**src/rtl/usb_tx_packet_shifter_pkg.sv**
```systemverilog
// Shared types and constants for the USB TX packet shifter.
package usb_tx_pkg;

  typedef enum logic [2:0] {
    IDLE,
    SYNC,
    PID,
    DATA,
    CRC,
    EOP
  } tx_state_e;

  localparam logic [7:0]  SYNC_PATTERN = 8'b1000_0000;
  localparam logic [15:0] CRC16_POLY   = 16'h8005;
  localparam logic [15:0] CRC16_INIT   = 16'hFFFF;
  localparam int unsigned STUFF_LIMIT  = 6;

  function automatic logic [7:0] pid_byte(input logic [3:0] pid);
    return {~pid, pid};
  endfunction

endpackage

```
**src/rtl/usb_tx_packet_shifter_if.sv**
```systemverilog
// Byte-level handshake between the TX protocol controller and the packet shifter.
interface usb_tx_packet_shifter_if;
  logic       tx_start;
  logic [3:0] tx_pid;
  logic       tx_has_data;
  logic [7:0] tx_data;
  logic       tx_data_valid;
  logic       tx_data_last;
  logic       tx_data_ready;
  logic       tx_busy;
  logic       tx_done;
  logic       tx_error;

  modport master (
    output tx_start, tx_pid, tx_has_data, tx_data, tx_data_valid, tx_data_last,
    input  tx_data_ready, tx_busy, tx_done, tx_error
  );

  modport slave (
    input  tx_start, tx_pid, tx_has_data, tx_data, tx_data_valid, tx_data_last,
    output tx_data_ready, tx_busy, tx_done, tx_error
  );
endinterface

```
**src/rtl/usb_tx_packet_shifter_crc16.sv**
```systemverilog
// Serial CRC16 (poly 0x8005), one update per enabled bit.
module tx_crc16
  import usb_tx_pkg::*;
(
  input  logic        clk,
  input  logic        n_rst,
  input  logic        clear,
  input  logic        en,
  input  logic        bit_in,
  output logic [15:0] crc
);
  logic [15:0] crc_q, crc_d;
  logic        fb;

  always_comb begin
    fb    = bit_in ^ crc_q[15];
    crc_d = crc_q;
    if (clear)   crc_d = CRC16_INIT;
    else if (en) crc_d = {crc_q[14:0], 1'b0} ^ (fb ? CRC16_POLY : '0);
  end

  always_ff @(posedge clk or negedge n_rst) begin
    if (!n_rst) crc_q <= CRC16_INIT;
    else        crc_q <= crc_d;
  end

  assign crc = crc_q;
endmodule

```
**src/rtl/usb_tx_packet_shifter.sv**
```systemverilog
// Serialises SYNC/PID/DATA/CRC16/EOP with bit stuffing for the NRZI encoder.
module usb_tx_packet_shifter
  import usb_tx_pkg::*;
#(
  parameter int unsigned CLKS_PER_BIT = 8
) (
  input  logic                    clk,
  input  logic                    n_rst,
  usb_tx_packet_shifter_if.slave  bus,
  output logic                    d_orig,
  output logic                    idle,
  output logic                    eop,
  output logic                    sync_shift_enable,
  output logic                    pid_shift_enable,
  output logic                    crc5_shift_enable,
  output logic                    crc16_shift_enable,
  output logic                    data_shift_enable,
  output logic                    bit_strobe
);
  localparam int unsigned CW = $clog2(CLKS_PER_BIT);

  tx_state_e   state_q, state_d;
  logic [CW-1:0] cnt_q, cnt_d;
  logic [3:0]  idx_q, idx_d;
  logic [2:0]  ones_q, ones_d;
  logic        d_orig_q, d_orig_d;
  logic [7:0]  pid_q, pid_d;
  logic        has_data_q, has_data_d;
  logic [7:0]  byte_q, byte_d;
  logic        last_q, last_d;
  logic        done_q, done_d;
  logic        error_q, error_d;

  logic        boundary, ready, crc_clear, crc_en, crc_bit;
  logic        shift, new_bit, take_byte, go_crc, go_eop;
  logic [15:0] crc;

  tx_crc16 u_crc (
    .clk    (clk),
    .n_rst  (n_rst),
    .clear  (crc_clear),
    .en     (crc_en),
    .bit_in (crc_bit),
    .crc    (crc)
  );

  always_comb begin
    state_d    = state_q;
    idx_d      = idx_q;
    ones_d     = ones_q;
    d_orig_d   = d_orig_q;
    pid_d      = pid_q;
    has_data_d = has_data_q;
    byte_d     = byte_q;
    last_d     = last_q;
    done_d     = 1'b0;
    error_d    = 1'b0;
    cnt_d      = (cnt_q == CW'(CLKS_PER_BIT - 1)) ? '0 : cnt_q + 1'b1;
    boundary   = (cnt_q == CW'(CLKS_PER_BIT - 1));
    ready      = 1'b0;
    crc_clear  = 1'b0;
    crc_en     = 1'b0;
    crc_bit    = 1'b0;
    shift      = 1'b0;
    new_bit    = 1'b0;
    take_byte  = 1'b0;
    go_crc     = 1'b0;
    go_eop     = 1'b0;

    if (state_q == IDLE) begin
      if (bus.tx_start) begin
        state_d    = SYNC;
        idx_d      = '0;
        cnt_d      = '0;
        ones_d     = '0;
        d_orig_d   = SYNC_PATTERN[0];
        pid_d      = pid_byte(bus.tx_pid);
        has_data_d = bus.tx_has_data;
        crc_clear  = 1'b1;
      end
    end else if (boundary) begin
      // Stuffed bit: field position, CRC and enables hold for one bit time.
      if (state_q != EOP && ones_q == 3'(STUFF_LIMIT)) begin
        d_orig_d = 1'b0;
        ones_d   = '0;
      end else begin
        case (state_q)
          SYNC: begin
            if (idx_q != 4'd7) begin
              idx_d   = idx_q + 4'd1;
              new_bit = SYNC_PATTERN[idx_d[2:0]];
              shift   = 1'b1;
            end else begin
              state_d = PID;
              idx_d   = '0;
              new_bit = pid_q[0];
              shift   = 1'b1;
            end
          end
          PID: begin
            if (idx_q != 4'd7) begin
              idx_d   = idx_q + 4'd1;
              new_bit = pid_q[idx_d[2:0]];
              shift   = 1'b1;
            end else if (!has_data_q)    go_eop    = 1'b1;
            else if (bus.tx_data_valid)  take_byte = 1'b1;
            else                         go_crc    = 1'b1;
          end
          DATA: begin
            if (idx_q != 4'd7) begin
              idx_d   = idx_q + 4'd1;
              new_bit = byte_q[idx_d[2:0]];
              shift   = 1'b1;
              crc_en  = 1'b1;
              crc_bit = new_bit;
            end else if (last_q)         go_crc    = 1'b1;
            else if (bus.tx_data_valid)  take_byte = 1'b1;
            else begin
              error_d = 1'b1;
              go_eop  = 1'b1;
            end
          end
          CRC: begin
            if (idx_q != 4'd15) begin
              idx_d   = idx_q + 4'd1;
              new_bit = ~crc[4'd15 - idx_d];
              shift   = 1'b1;
            end else go_eop = 1'b1;
          end
          EOP: begin
            if (idx_q == 4'd2) begin
              state_d  = IDLE;
              idx_d    = '0;
              d_orig_d = 1'b1;
              done_d   = 1'b1;
            end else begin
              idx_d    = idx_q + 4'd1;
              d_orig_d = (idx_q == 4'd1);
            end
          end
          default: state_d = IDLE;
        endcase
      end
    end

    if (take_byte) begin
      state_d = DATA;
      idx_d   = '0;
      ready   = 1'b1;
      byte_d  = bus.tx_data;
      last_d  = bus.tx_data_last;
      new_bit = bus.tx_data[0];
      shift   = 1'b1;
      crc_en  = 1'b1;
      crc_bit = new_bit;
    end
    if (go_crc) begin
      state_d = CRC;
      idx_d   = '0;
      new_bit = ~crc[15];
      shift   = 1'b1;
    end
    if (go_eop) begin
      state_d  = EOP;
      idx_d    = '0;
      d_orig_d = 1'b0;
      ones_d   = '0;
    end
    if (shift) begin
      d_orig_d = new_bit;
      ones_d   = new_bit ? ones_q + 3'd1 : '0;
    end
  end

  always_ff @(posedge clk or negedge n_rst) begin
    if (!n_rst) begin
      state_q    <= IDLE;
      cnt_q      <= '0;
      idx_q      <= '0;
      ones_q     <= '0;
      d_orig_q   <= 1'b1;
      pid_q      <= '0;
      has_data_q <= 1'b0;
      byte_q     <= '0;
      last_q     <= 1'b0;
      done_q     <= 1'b0;
      error_q    <= 1'b0;
    end else begin
      state_q    <= state_d;
      cnt_q      <= cnt_d;
      idx_q      <= idx_d;
      ones_q     <= ones_d;
      d_orig_q   <= d_orig_d;
      pid_q      <= pid_d;
      has_data_q <= has_data_d;
      byte_q     <= byte_d;
      last_q     <= last_d;
      done_q     <= done_d;
      error_q    <= error_d;
    end
  end

  assign d_orig             = d_orig_q;
  assign idle               = (state_q == IDLE) || (state_q == EOP && idx_q == 4'd2);
  assign eop                = (state_q == EOP) && (idx_q != 4'd2);
  assign sync_shift_enable  = (state_q == SYNC);
  assign pid_shift_enable   = (state_q == PID);
  assign crc5_shift_enable  = 1'b0;
  assign crc16_shift_enable = (state_q == CRC);
  assign data_shift_enable  = (state_q == DATA);
  assign bit_strobe         = (state_q != IDLE) && (cnt_q == '0);

  assign bus.tx_data_ready  = ready;
  assign bus.tx_busy        = (state_q != IDLE);
  assign bus.tx_done        = done_q;
  assign bus.tx_error       = error_q;
endmodule

```
**src/flat_wrapper.sv**
```systemverilog
// flat-port wrapper written by rule: the top's interface ports become plain ports
module usb_tx_packet_shifter_flat import usb_tx_pkg::*;
#(
  parameter int unsigned CLKS_PER_BIT = 8
)
  (clk, n_rst, d_orig, idle, eop, sync_shift_enable, pid_shift_enable, crc5_shift_enable, crc16_shift_enable, data_shift_enable, bit_strobe, bus_tx_start, bus_tx_pid, bus_tx_has_data, bus_tx_data, bus_tx_data_valid, bus_tx_data_last, bus_tx_data_ready, bus_tx_busy, bus_tx_done, bus_tx_error);
  usb_tx_packet_shifter_if bus_i ();
  input  logic clk;
  input  logic n_rst;
  output logic d_orig;
  output logic idle;
  output logic eop;
  output logic sync_shift_enable;
  output logic pid_shift_enable;
  output logic crc5_shift_enable;
  output logic crc16_shift_enable;
  output logic data_shift_enable;
  output logic bit_strobe;
  input wire logic [$bits(bus_i.tx_start)-1:0] bus_tx_start;
  input wire logic [$bits(bus_i.tx_pid)-1:0] bus_tx_pid;
  input wire logic [$bits(bus_i.tx_has_data)-1:0] bus_tx_has_data;
  input wire logic [$bits(bus_i.tx_data)-1:0] bus_tx_data;
  input wire logic [$bits(bus_i.tx_data_valid)-1:0] bus_tx_data_valid;
  input wire logic [$bits(bus_i.tx_data_last)-1:0] bus_tx_data_last;
  output wire logic [$bits(bus_i.tx_data_ready)-1:0] bus_tx_data_ready;
  output wire logic [$bits(bus_i.tx_busy)-1:0] bus_tx_busy;
  output wire logic [$bits(bus_i.tx_done)-1:0] bus_tx_done;
  output wire logic [$bits(bus_i.tx_error)-1:0] bus_tx_error;
  assign bus_i.tx_start = bus_tx_start;
  assign bus_i.tx_pid = bus_tx_pid;
  assign bus_i.tx_has_data = bus_tx_has_data;
  assign bus_i.tx_data = bus_tx_data;
  assign bus_i.tx_data_valid = bus_tx_data_valid;
  assign bus_i.tx_data_last = bus_tx_data_last;
  assign bus_tx_data_ready = bus_i.tx_data_ready;
  assign bus_tx_busy = bus_i.tx_busy;
  assign bus_tx_done = bus_i.tx_done;
  assign bus_tx_error = bus_i.tx_error;
  usb_tx_packet_shifter #(.CLKS_PER_BIT(CLKS_PER_BIT)) u_core (.clk(clk), .n_rst(n_rst), .bus(bus_i), .d_orig(d_orig), .idle(idle), .eop(eop), .sync_shift_enable(sync_shift_enable), .pid_shift_enable(pid_shift_enable), .crc5_shift_enable(crc5_shift_enable), .crc16_shift_enable(crc16_shift_enable), .data_shift_enable(data_shift_enable), .bit_strobe(bit_strobe));
endmodule
```
**config.mk**
```make
export PLATFORM = sky130hd
export DESIGN_NAME = usb_tx_packet_shifter_flat
export DESIGN_NICKNAME = d
export VERILOG_FILES = /design/src/rtl/usb_tx_packet_shifter_pkg.sv /design/src/rtl/usb_tx_packet_shifter_if.sv /design/src/rtl/usb_tx_packet_shifter_crc16.sv /design/src/rtl/usb_tx_packet_shifter.sv /design/src/flat_wrapper.sv
export SDC_FILE = /design/constraint.sdc
export NUM_CORES = 1
export LEC_CHECK = 0
export BUFFER_PORTS_ARGS = -buffer_cell sky130_fd_sc_hd__buf_2
export CAP_MARGIN = 30
export CELL_PAD_IN_SITES_DETAIL_PLACEMENT = 0
export CELL_PAD_IN_SITES_GLOBAL_PLACEMENT = 1
export CORE_AREA = 8 8 126 70
export DETAILED_ROUTE_END_ITERATION = 8
export DIE_AREA = 0 0 134 78
export GPL_TIMING_DRIVEN = 0
export PLACE_DENSITY = 0.89
export SYNTH_ARGS = -nofsm -noshare
export SYNTH_HDL_FRONTEND = slang
export SYNTH_SLANG_ARGS = --single-unit
```
**constraint.sdc**
```tcl
create_clock -name clk -period 4.2 [get_ports clk]
set_input_delay 0.84 -clock clk [delete_from_list [all_inputs] [get_ports clk]]
set_output_delay 0.84 -clock clk [all_outputs]
set_load 0.005 [all_outputs]
```
==> impl_metrics.json <==
{
  "fin_nets": 400,
  "cts_resized": 0,
  "cp_data_arrival_time_ps": 3810,
  "syn_area_per_cell_um2": 9.336,
  "io_buffers": 29,
  "grt_pass1_wl_mm": 13.86,
  "core_mm2": 0.007019,
  "via_per_inst": 5.691,
  "maxClockFrequency_mhz": 273.5,
  "synth_most_common_cell": "nand2_1",
  "drive_gt1_share_pct": 18.45,
  "cts_num_sinks": 50,
  "clk_path_buf_depth": 2,
  "path_max_fanout": 10,
  "grt_start_max_net_pins": 38,
  "final.min_clock_period_ps": 3656,
  "cp-end-kind": "flop",
  "nFillCells": 686,
  "num_io_pins": 31,
  "outcome": "complete, no violations",
  "async_flop_share_pct": 100.0,
  "cts_made_buffers": 5,
  "fp-row-count": 22,
  "synthTopCellsByCount": "nand2_1, dfrtp_1, o21ai_0",
  "hpwl_mm": 6.718,
  "synth_ff_type": "dfrtp_1",
  "wl_met2_mm": 3.155,
  "place_ws_ps": 563.3,
  "drtIter0Drc": 254,
  "clock_latency_ps": 300,
  "maxCapViolations": 0,
  "fin_total_pwr_uw": 2370,
  "fin_setup_tns_ps": 0,
  "gr-total-overflow": 0,
  "synth_edf_count": 0,
  "highest_layer": "met4",
  "finalCritPeriodShare_pct": 87.05,
  "clk_pin_slew_ps": 70,
  "die_w_um": 134,
  "rsz0062_at_grt": "no",
  "antenna_found_initial": 0,
  "gp_congestion": 1.017,
  "wl_met1_mm": 4.587,
  "grt_use_total_pct": 16.74,
  "r2r_end": "u_core.ones_q[2]",
  "ir_drop_uv": 267.4,
  "relSlewSlack_pct": 41.53,
  "dieArea_mm2": 0.01045,
  "postPlaceCellArea_mm2": 0.003422,
  "fin_ws_ps": 543.7,
  "drc": 0,
  "leakagePower_uw": 0.001684,
  "htreeDepth": 2,
  "clockRootBuffer": "clkbuf_16",
  "yosys_warnings": 0,
  "worst_pin_slew_ps": 877.1,
  "post_cts_buffers": 0,
  "cp-start-kind": "flop",
  "grt_pass1_vias": 2557,
  "ant_nets": 0,
  "r2r_slack_ps": 540,
  "synth_top_area_share_pct": 26.33,
  "crit_type": "flop to flop",
  "synth_nets": 363,
  "die_h_um": 78,
  "synthToLayoutAreaGrowth_pct": 13.92,
  "antenna_cells": 0,
  "firstDrtPassIters": 5,
  "hold_viol": 0,
  "p_per_area_mw_per_mm2": 663.3,
  "start_util_pct": 44.69,
  "cts_tree": "built",
  "finalMaxSlewViolations": 0,
  "cts_hold_buf": 0,
  "seq_area_frac_synth_pct": 40.57,
  "syn-instance-count": 336,
  "stdcell_area_mm2": 0.003573,
  "ys_types": 62,
  "wirelength_mm": 8.610,
  "fin_skew_ps": 6.267,
  "num_vias": 2675,
  "r2r_cells": 10,
  "routedWlPerCell_um": 18.32,
  "hold_path_class": "input port to async pin",
  "synthTopCellsByArea": "dfrtp_1, dfstp_2, nand2_1",
  "netlist_area_mm2": 0.003137,
  "met3_length_um": 817,
  "required_ps": 4360,
  "r2r_start": "u_core.idx_q[0]",
  "setup_viol": 0,
  "synth_seq_cells": 50,
  "synth.largest_area_cell": "dfrtp_1",
  "holdWs_ps": 445.4
}
-- layout make-up --
type / count / area (µm²) / area share, %
well taps: 96 / 120.1 / 3.361
flip-flops and latches: 50 / 1272 / 35.61
plain buffers: 19 / 85.08 / 2.381
clock buffers: 6 / 138.9 / 3.887
repair buffers: 30 / 165.2 / 4.622
clock inverters: 2 / 12.51 / 0.3501
inverters: 16 / 60.06 / 1.681
multi-input cells: 251 / 1719 / 48.11
-- flip-flops by register name, indices dropped and copies added, names as in the netlist --
| name | cells |
|---|---|
| u_core.bus.tx_done | 1 |
| u_core.u_crc.crc | 16 |
| u_core.bus.tx_error | 1 |
| u_core.idx_q | 4 |
| u_core.state_q | 3 |
| u_core.ones_q | 3 |
| u_core.d_orig | 1 |
| u_core.byte_q | 8 |
| u_core.has_data_q | 1 |
| u_core.pid_q | 8 |
| u_core.last_q | 1 |
| u_core.cnt_q | 3 |
-- per-layer routing --
metal  track usage (%)  vias to the layer above
met1             26.11                     1288
met3             5.913                        7
met4             2.670                        0
met5                 0                        -
li1                  -                     1276
met2             21.25                      104
-- how the worst max path moves through the flow --
stage / startpoint / endpoint / slack (ps) / cells after the start
final: u_core.idx_q[0] / u_core.ones_q[2] / 540 / 10
after CTS: u_core.idx_q[0] / u_core.ones_q[2] / 550 / 10
after floorplan: u_core.idx_q[0] / u_core.ones_q[2] / 1270 / 10
after detailed placement: u_core.idx_q[0] / u_core.ones_q[2] / 560 / 10
after global routing: u_core.idx_q[0] / u_core.ones_q[2] / 420 / 10
after global placement: u_core.idx_q[0] / u_core.ones_q[2] / 600 / 10
-- critical path, cell delays in order (launching register included) --
cell       delay, ps
dfrtp_1          430
buf_6            190
inv_1            110
ha_1             280
clkbuf_1         410
mux4_1           440
a221oi_2         290
a2111oi_1        120
or4_4            560
o31ai_1          510
o221ai_2         160
-- where the power goes --
| part | internal (µW) | switching (µW) | total [µW] |
|---|---|---|---|
| combinational | 474 | 621 | 1100 |
| clock | 236 | 185 | 421 |
| sequential | 711 | 142 | 853 |
-- stage by stage --
stage	cells	utilization, %
global route	470	50.91
CTS	470	50.91
detailed placement	462	48.75
floorplan	336	-
global placement	461	48.47
finish	470	50.91
-- cells in the final DEF, fill, tap and decap left out, types with 3 or more instances in the layout --
| cell | n |
|---|---|
| nor2_1 | 22 |
| nand2b_1 | 3 |
| clkbuf_16 | 5 |
| dfstp_2 | 17 |
| o211a_1 | 3 |
| o211ai_1 | 4 |
| o31a_1 | 3 |
| inv_1 | 16 |
| nor2b_1 | 8 |
| o21ai_0 | 26 |
| o21a_1 | 8 |
| mux4_1 | 7 |
| and3_1 | 4 |
| nor3_1 | 3 |
| o2111ai_1 | 3 |
| a31oi_1 | 4 |
| nor4_1 | 3 |
| and2_1 | 5 |
| a21boi_0 | 3 |
| dfrtp_1 | 33 |
| a21oi_1 | 6 |
| nand2_1 | 71 |
| mux2i_1 | 7 |
| a311oi_1 | 3 |
| clkbuf_1 | 14 |
| ha_1 | 9 |
| nand3_1 | 3 |
| buf_2 | 31 |
-- cells by family after synthesis --
group                    count (synthesis)  share of synthesized area (%)
adder cells (fa/ha/maj)                  9                          3.590
XOR/XNOR                                 4                          1.994
buffers and inverters                   35                          4.627
flip-flops                              50                          40.57
other                                    1                         0.1196
multiplexers                            16                          9.174
AO/OA/AOI/OAI                           83                          19.19
AND/OR/NAND/NOR                        138                          20.74
Note: power is estimated with default switching activity, not from simulation.
